===== src/rtl/hazard_ctrl_if.sv =====
// hazard_ctrl_if: ID-stage operand/destination info in, interlock and forwarding controls out
interface hazard_ctrl_if #(
    parameter int REG_AW = 3,
    parameter int CNT_W  = 16
);
    logic              id_valid;
    logic [REG_AW-1:0] id_rs;
    logic              id_rs_used;
    logic [REG_AW-1:0] id_rt;
    logic              id_rt_used;
    logic              id_wr_en;
    logic [REG_AW-1:0] id_rd;
    logic              id_is_load;
    logic              ex_redirect;
    logic              stall;
    logic              bubble;
    logic              flush;
    logic [1:0]        fwd_a;
    logic [1:0]        fwd_b;
    logic [CNT_W-1:0]  stall_cnt;

    modport master (
        output id_valid, id_rs, id_rs_used, id_rt, id_rt_used, id_wr_en, id_rd, id_is_load, ex_redirect,
        input  stall, bubble, flush, fwd_a, fwd_b, stall_cnt
    );

    modport slave (
        input  id_valid, id_rs, id_rs_used, id_rt, id_rt_used, id_wr_en, id_rd, id_is_load, ex_redirect,
        output stall, bubble, flush, fwd_a, fwd_b, stall_cnt
    );
endinterface


===== src/rtl/hazard_ctrl.sv =====
// hazard_ctrl: load-use interlock, EX operand forwarding selects and redirect squash for the 5-stage core
module hazard_ctrl #(
    parameter int REG_AW       = 3,
    parameter int FLUSH_CYCLES = 2,
    parameter int CNT_W        = 16
) (
    input logic         clk,
    input logic         rst,
    hazard_ctrl_if.slave hc
);
    typedef enum logic {RUN, FLUSH} state_t;

    state_t            state;
    logic [2:0]        cnt;
    logic              ex_v, ex_wr, ex_ld, ma_v, ma_wr;
    logic [REG_AW-1:0] ex_rd, ma_rd;
    logic              ex_w, ma_w, hz, issue;

    // Older writers in WB need no forwarding: the regfile write lands before the consumer reads
    function automatic logic [1:0] sel(input logic [REG_AW-1:0] r);
        return (ex_w & !ex_ld & ex_rd == r) ? 2'b01 : (ma_w & ma_rd == r) ? 2'b10 : 2'b00;
    endfunction

    // Interlock decisions; flush overrides a load-use stall and squashes the ID instruction
    always_comb begin
        ex_w      = ex_v & ex_wr & (ex_rd != '0);
        ma_w      = ma_v & ma_wr & (ma_rd != '0);
        hz        = hc.id_valid & ex_w & ex_ld &
                    ((hc.id_rs_used & hc.id_rs == ex_rd) | (hc.id_rt_used & hc.id_rt == ex_rd));
        hc.flush  = !rst & (state == FLUSH | hc.ex_redirect);
        hc.stall  = !rst & hz & !hc.flush;
        hc.bubble = hc.stall;
        issue     = hc.id_valid & !hc.stall & !hc.flush;
    end

    // Scoreboard shift and forwarding selects registered for the consumer's EX cycle
    always_ff @(posedge clk) begin
        if (rst) begin
            ex_v <= 1'b0; ex_wr <= 1'b0; ex_ld <= 1'b0; ex_rd <= '0;
            ma_v <= 1'b0; ma_wr <= 1'b0; ma_rd <= '0;
            hc.fwd_a <= 2'b00;
            hc.fwd_b <= 2'b00;
        end else begin
            ex_v <= issue; ex_wr <= hc.id_wr_en; ex_ld <= hc.id_is_load; ex_rd <= hc.id_rd;
            ma_v <= ex_v; ma_wr <= ex_wr; ma_rd <= ex_rd;
            hc.fwd_a <= issue ? sel(hc.id_rs) : 2'b00;
            hc.fwd_b <= issue ? sel(hc.id_rt) : 2'b00;
        end
    end

    // Saturating count of load-use stall cycles
    always_ff @(posedge clk) begin
        if (rst)
            hc.stall_cnt <= '0;
        else if (hc.stall & ~&hc.stall_cnt)
            hc.stall_cnt <= hc.stall_cnt + 1'b1;
    end

    // Redirect FSM: holds flush for the cycles after the redirect cycle itself
    always_ff @(posedge clk) begin
        if (rst) begin
            state <= RUN;
            cnt   <= 3'd0;
        end else if (state == RUN) begin
            if (hc.ex_redirect && FLUSH_CYCLES > 1) begin
                state <= FLUSH;
                cnt   <= 3'(FLUSH_CYCLES - 2);
            end
        end else if (cnt == 3'd0) begin
            state <= RUN;
        end else begin
            cnt <= cnt - 3'd1;
        end
    end
endmodule


===== src/flat_wrapper.sv =====
// flat-port wrapper written by rule: the top's interface ports become plain ports
module hazard_ctrl_flat 
#(
    parameter int REG_AW       = 3,
    parameter int FLUSH_CYCLES = 2,
    parameter int CNT_W        = 16
)
  (clk, rst, hc_id_valid, hc_id_rs, hc_id_rs_used, hc_id_rt, hc_id_rt_used, hc_id_wr_en, hc_id_rd, hc_id_is_load, hc_ex_redirect, hc_stall, hc_bubble, hc_flush, hc_fwd_a, hc_fwd_b, hc_stall_cnt);
  hazard_ctrl_if #(.REG_AW(REG_AW), .CNT_W(CNT_W)) hc_i ();
  input logic clk;
  input logic rst;
  input wire logic [$bits(hc_i.id_valid)-1:0] hc_id_valid;
  input wire logic [$bits(hc_i.id_rs)-1:0] hc_id_rs;
  input wire logic [$bits(hc_i.id_rs_used)-1:0] hc_id_rs_used;
  input wire logic [$bits(hc_i.id_rt)-1:0] hc_id_rt;
  input wire logic [$bits(hc_i.id_rt_used)-1:0] hc_id_rt_used;
  input wire logic [$bits(hc_i.id_wr_en)-1:0] hc_id_wr_en;
  input wire logic [$bits(hc_i.id_rd)-1:0] hc_id_rd;
  input wire logic [$bits(hc_i.id_is_load)-1:0] hc_id_is_load;
  input wire logic [$bits(hc_i.ex_redirect)-1:0] hc_ex_redirect;
  output wire logic [$bits(hc_i.stall)-1:0] hc_stall;
  output wire logic [$bits(hc_i.bubble)-1:0] hc_bubble;
  output wire logic [$bits(hc_i.flush)-1:0] hc_flush;
  output wire logic [$bits(hc_i.fwd_a)-1:0] hc_fwd_a;
  output wire logic [$bits(hc_i.fwd_b)-1:0] hc_fwd_b;
  output wire logic [$bits(hc_i.stall_cnt)-1:0] hc_stall_cnt;
  assign hc_i.id_valid = hc_id_valid;
  assign hc_i.id_rs = hc_id_rs;
  assign hc_i.id_rs_used = hc_id_rs_used;
  assign hc_i.id_rt = hc_id_rt;
  assign hc_i.id_rt_used = hc_id_rt_used;
  assign hc_i.id_wr_en = hc_id_wr_en;
  assign hc_i.id_rd = hc_id_rd;
  assign hc_i.id_is_load = hc_id_is_load;
  assign hc_i.ex_redirect = hc_ex_redirect;
  assign hc_stall = hc_i.stall;
  assign hc_bubble = hc_i.bubble;
  assign hc_flush = hc_i.flush;
  assign hc_fwd_a = hc_i.fwd_a;
  assign hc_fwd_b = hc_i.fwd_b;
  assign hc_stall_cnt = hc_i.stall_cnt;
  hazard_ctrl #(.REG_AW(REG_AW), .FLUSH_CYCLES(FLUSH_CYCLES), .CNT_W(CNT_W)) u_core (.clk(clk), .rst(rst), .hc(hc_i));
endmodule

===== config.mk =====
export PLATFORM = sky130hd
export DESIGN_NAME = hazard_ctrl_flat
export DESIGN_NICKNAME = d
export VERILOG_FILES = /design/src/rtl/hazard_ctrl_if.sv /design/src/rtl/hazard_ctrl.sv /design/src/flat_wrapper.sv
export SDC_FILE = /design/constraint.sdc
export NUM_CORES = 1
export LEC_CHECK = 0
export ABC_AREA = 1
export CORE_ASPECT_RATIO = 1.25
export CORE_MARGIN = 3
export CORE_UTILIZATION = 30
export CTS_CLUSTER_DIAMETER = 40
export CTS_CLUSTER_SIZE = 30
export DETAILED_ROUTE_END_ITERATION = 10
export GPL_TIMING_DRIVEN = 0
export PLACE_DENSITY = 0.57
export SLEW_MARGIN = 40
export SYNTH_ARGS = -nofsm -noshare
export SYNTH_HDL_FRONTEND = slang
export SYNTH_SLANG_ARGS = --single-unit

===== constraint.sdc =====
create_clock -name clk -period 2.1 [get_ports clk]
set_clock_uncertainty 0.05 [all_clocks]
set_input_delay 0.42 -clock clk [delete_from_list [all_inputs] [get_ports clk]]
set_output_delay 0.42 -clock clk [all_outputs]
set_load 0.01 [all_outputs]

==> impl_metrics.ini <==
[worst_setup_path]
cp.required_ns = 1.63
path_cells = clkdlybuf4s50_1 -> nand4_1 -> buf_4 -> a21boi_4 -> buf_4 -> clkbuf_2
rr_worst_depth = 15
crit_fanout = 3
criticalPathCategory = in2out
cp_slowest_cell = clkdlybuf4s50_1
critPathMaxStageDelay_ns = 0.47
startpoint_type = input port
rrSetupSlack_ns = 0.14
rr_endpoint = u_core.hc.stall_cnt[3]
cpMostUsedCell = buf_4
end_kind = primary output
r2r-start = u_core.ex_rd[1]
critPathArrivalTime_ns = 1.60

[drt]
drc = 0
dr.pass1.iters = 4
vias = 1792
route.detailed.wl_per_inst_um = 11.34
ant_nets = 0
drt_iter0_markers = 46
vias_per_cell = 4.277
wl_um = 4752

[cells_and_area]
diodes = 0
layout-drive-gt1-share_pct = 21.36
area_delta_synth_final_pct = 49.36
regArea_um2 = 705.7
layout.nets = 356
fillCellCount = 624
multi_input_area_um2 = 972.2

[timing]
rsz0062_at_grt = true
drv_slew = 0
min_period_ns = 2.066
worstMarginPinSlew_ns = 0.4441
max_freq_ghz = 0.4840
hold_ws_ns = 0.3960
final-hold-violation-count = 0
setup_viol = 0
max_slew_margin_pct = 70.39
tns_ns = 0
post-route-period-util_pct = 98.39

[global_route]
grt_first_pass_wirelength_um = 8142
grt_max_degree = 12
grt_pass1_vias = 1777
grt_usage_pct = 14.15
antenna_found_initial = 0
grt-ovfl-total = 0

[yosys]
syn_avg_cell_area_um2 = 7.010
synth_top_cell_by_area = dfxtp_1
synthAdderAreaFrac_pct = 2.028
synthMuxAreaShare_pct = 0
synth_seq_cells = 35
syn_inst = 264
synth_compound_area_share_pct = 5.409
synth_top_family_by_area = simple AND/OR/NAND/NOR gates
synth.area.top_cells = dfxtp_1 38%, nor2_1 11%, nand2_1 11%
ys_seq_area_share_pct = 37.86
syn-cell-area_um2 = 1851
synth_top_area_share_pct = 37.86
synth_xor_area_share_pct = 3.786
synth_simple_gate_area_share_pct = 37.93
ys_types = 25
syn_nets = 284
synth_warnings = 0

[clocking]
clock_latency_ns = 0.29
cts_hold_buffers = 0
cts_made_buffers = 5
cts_tree = done
clockBufferDepth = 2
clkSinkCount = 35
cts.clk_slew.worst_paths_ns = 0.08
cts_root_buffer = clkbuf_8
cts_htree_levels = 2

[worst_hold_path]
min_to = u_core.ma_wr
hold_path_class = reg2reg
min_from = u_core.ex_wr
min_path_cells = 2

[power_and_ir_drop]
p_leak_nw = 1.137
peakVddDrop_uv = 338.4
p_per_area_nw_per_um2 = 543.1

[place]
dp_hpwl_um = 3267
gp_congestion = 0.8722
port-buffer-count = 39

[floorplan]
die_width_um = 76.25
start_util_pct = 31.39
die_area_um2 = 7153
ios = 40
rows = 31
die_h_um = 93.81
coreArea_um2 = 5896

[job]
cap_violations = 0

[status]
status = complete, no violations
==> where the power goes <==
part	switching, mW	total [mW]	internal (mW)
registers	0.0106	0.684	0.674
logic	0.0777	0.178	0.100
clock network	0.254	0.639	0.384
==> repair_timing <==
item | 4_1_cts | 5_1_grt
pin swaps | 10 | 6
setup endpoints to repair | 3 | 19
buffers inserted | 21 | 7
resized for setup | 24 | 16
gates cloned | 1 | 0
==> routing by layer <==
metal,track usage (%),share of wire [%]
met5,0,0
met3,3.743,4.5
met4,6.495,2.0
met2,24.56,49
met1,16.24,45
==> sequential cells by signal (all words and copies together) (netlist names) <==
signal               cells
u_core.hc.fwd_a          2
u_core.ma_v              1
u_core.ex_rd             3
u_core.state             1
u_core.ma_rd             3
u_core.ex_ld             1
u_core.ex_v              1
u_core.cnt               3
u_core.ex_wr             1
u_core.hc.fwd_b          2
u_core.ma_wr             1
u_core.hc.stall_cnt     16
==> layout make-up <==
class	instances	share of cell area [%]
multi-input combinational	171	35.17
sequential	35	25.53
timing repair buffer	65	22.27
inverter	52	7.153
tap	82	3.712
clock buffer	6	2.988
buffer	6	1.901
clock inverter	2	1.268
==> critical path: cells and delay by family <==
kind	cells	cell delay [ns]
AOI/OAI and AO/OA	1	0.17
buffers and inverters	4	0.88
and+or+nand+nor	1	0.13
==> cell usage after synthesis, drive strengths merged <==
cell and n:
a21boi 1, a21oi 4, buf 4, clkbuf 2, dfxtp 35, ha 3, inv 52, nand2 54
nand3 11, nand4 18, nor2 57, nor3 1, nor3b 1, o21ai 12, o311ai 1, xnor2 8
==> per-stage QoR <==
step | instances | setup slack (ns) | util, % | total power [mW] | cell area (um^2)
global placement | 385 | -0.8031 | 39.75 | 0.8134 | 2344
finish | 419 | 0.03372 | 46.88 | 1.501 | 2764
CTS | 413 | -0.07116 | 45.56 | 1.501 | 2686
global route | 419 | -0.02456 | 46.88 | 1.568 | 2764
floorplan | 264 | 0.3639 | - | 0.7588 | 1851
detailed placement | 385 | -0.8093 | 39.75 | 0.8134 | 2344
==> placed cells by master (no fill, tap or decap), types with 2 or more instances in the layout <==
cell | netlist | final
nor2_1 | 54 | 53
inv_1 | 49 | 49
nand2_2 | 2 | 4
inv_2 | 3 | 2
o21ai_0 | 2 | 2
buf_4 | 2 | 26
a21oi_1 | 4 | 4
dfxtp_1 | 35 | 33
buf_12 | 0 | 2
clkbuf_8 | 0 | 6
nand3_1 | 9 | 9
nor2_4 | 1 | 2
o21ai_1 | 10 | 9
clkdlybuf4s50_1 | 0 | 27
dlygate4sd2_1 | 0 | 6
xnor2_1 | 8 | 6
nand4_2 | 10 | 10
nand4_1 | 7 | 7
xnor2_2 | 0 | 2
nand2_1 | 52 | 49
clkbuf_2 | 0 | 2
clkdlybuf4s15_1 | 0 | 3
nor2_2 | 2 | 2
ha_1 | 3 | 3
==> worst max path at each step <==
stage                               from  endpoint  slack, ns
after global routing                 rst  hc_stall      -0.02
after CTS                            rst  hc_stall      -0.07
final                      hc_id_rs_used  hc_stall       0.03
after global placement               rst  hc_stall      -0.80
after floorplan           hc_ex_redirect  hc_stall       0.36
after detailed placement             rst  hc_stall      -0.81
==> kinds of logic (layout without fill, tap and decap cells) <==
kind of cell,count (synthesis),count (layout)
flip-flops,35,35
adder cells (fa/ha/maj),3,3
buffers and inverters,58,131
XOR/XNOR,8,8
AO/OA/AOI/OAI,18,18
AND/OR/NAND/NOR,142,142
No activity file was read; power rests on OpenSTA's default activity.
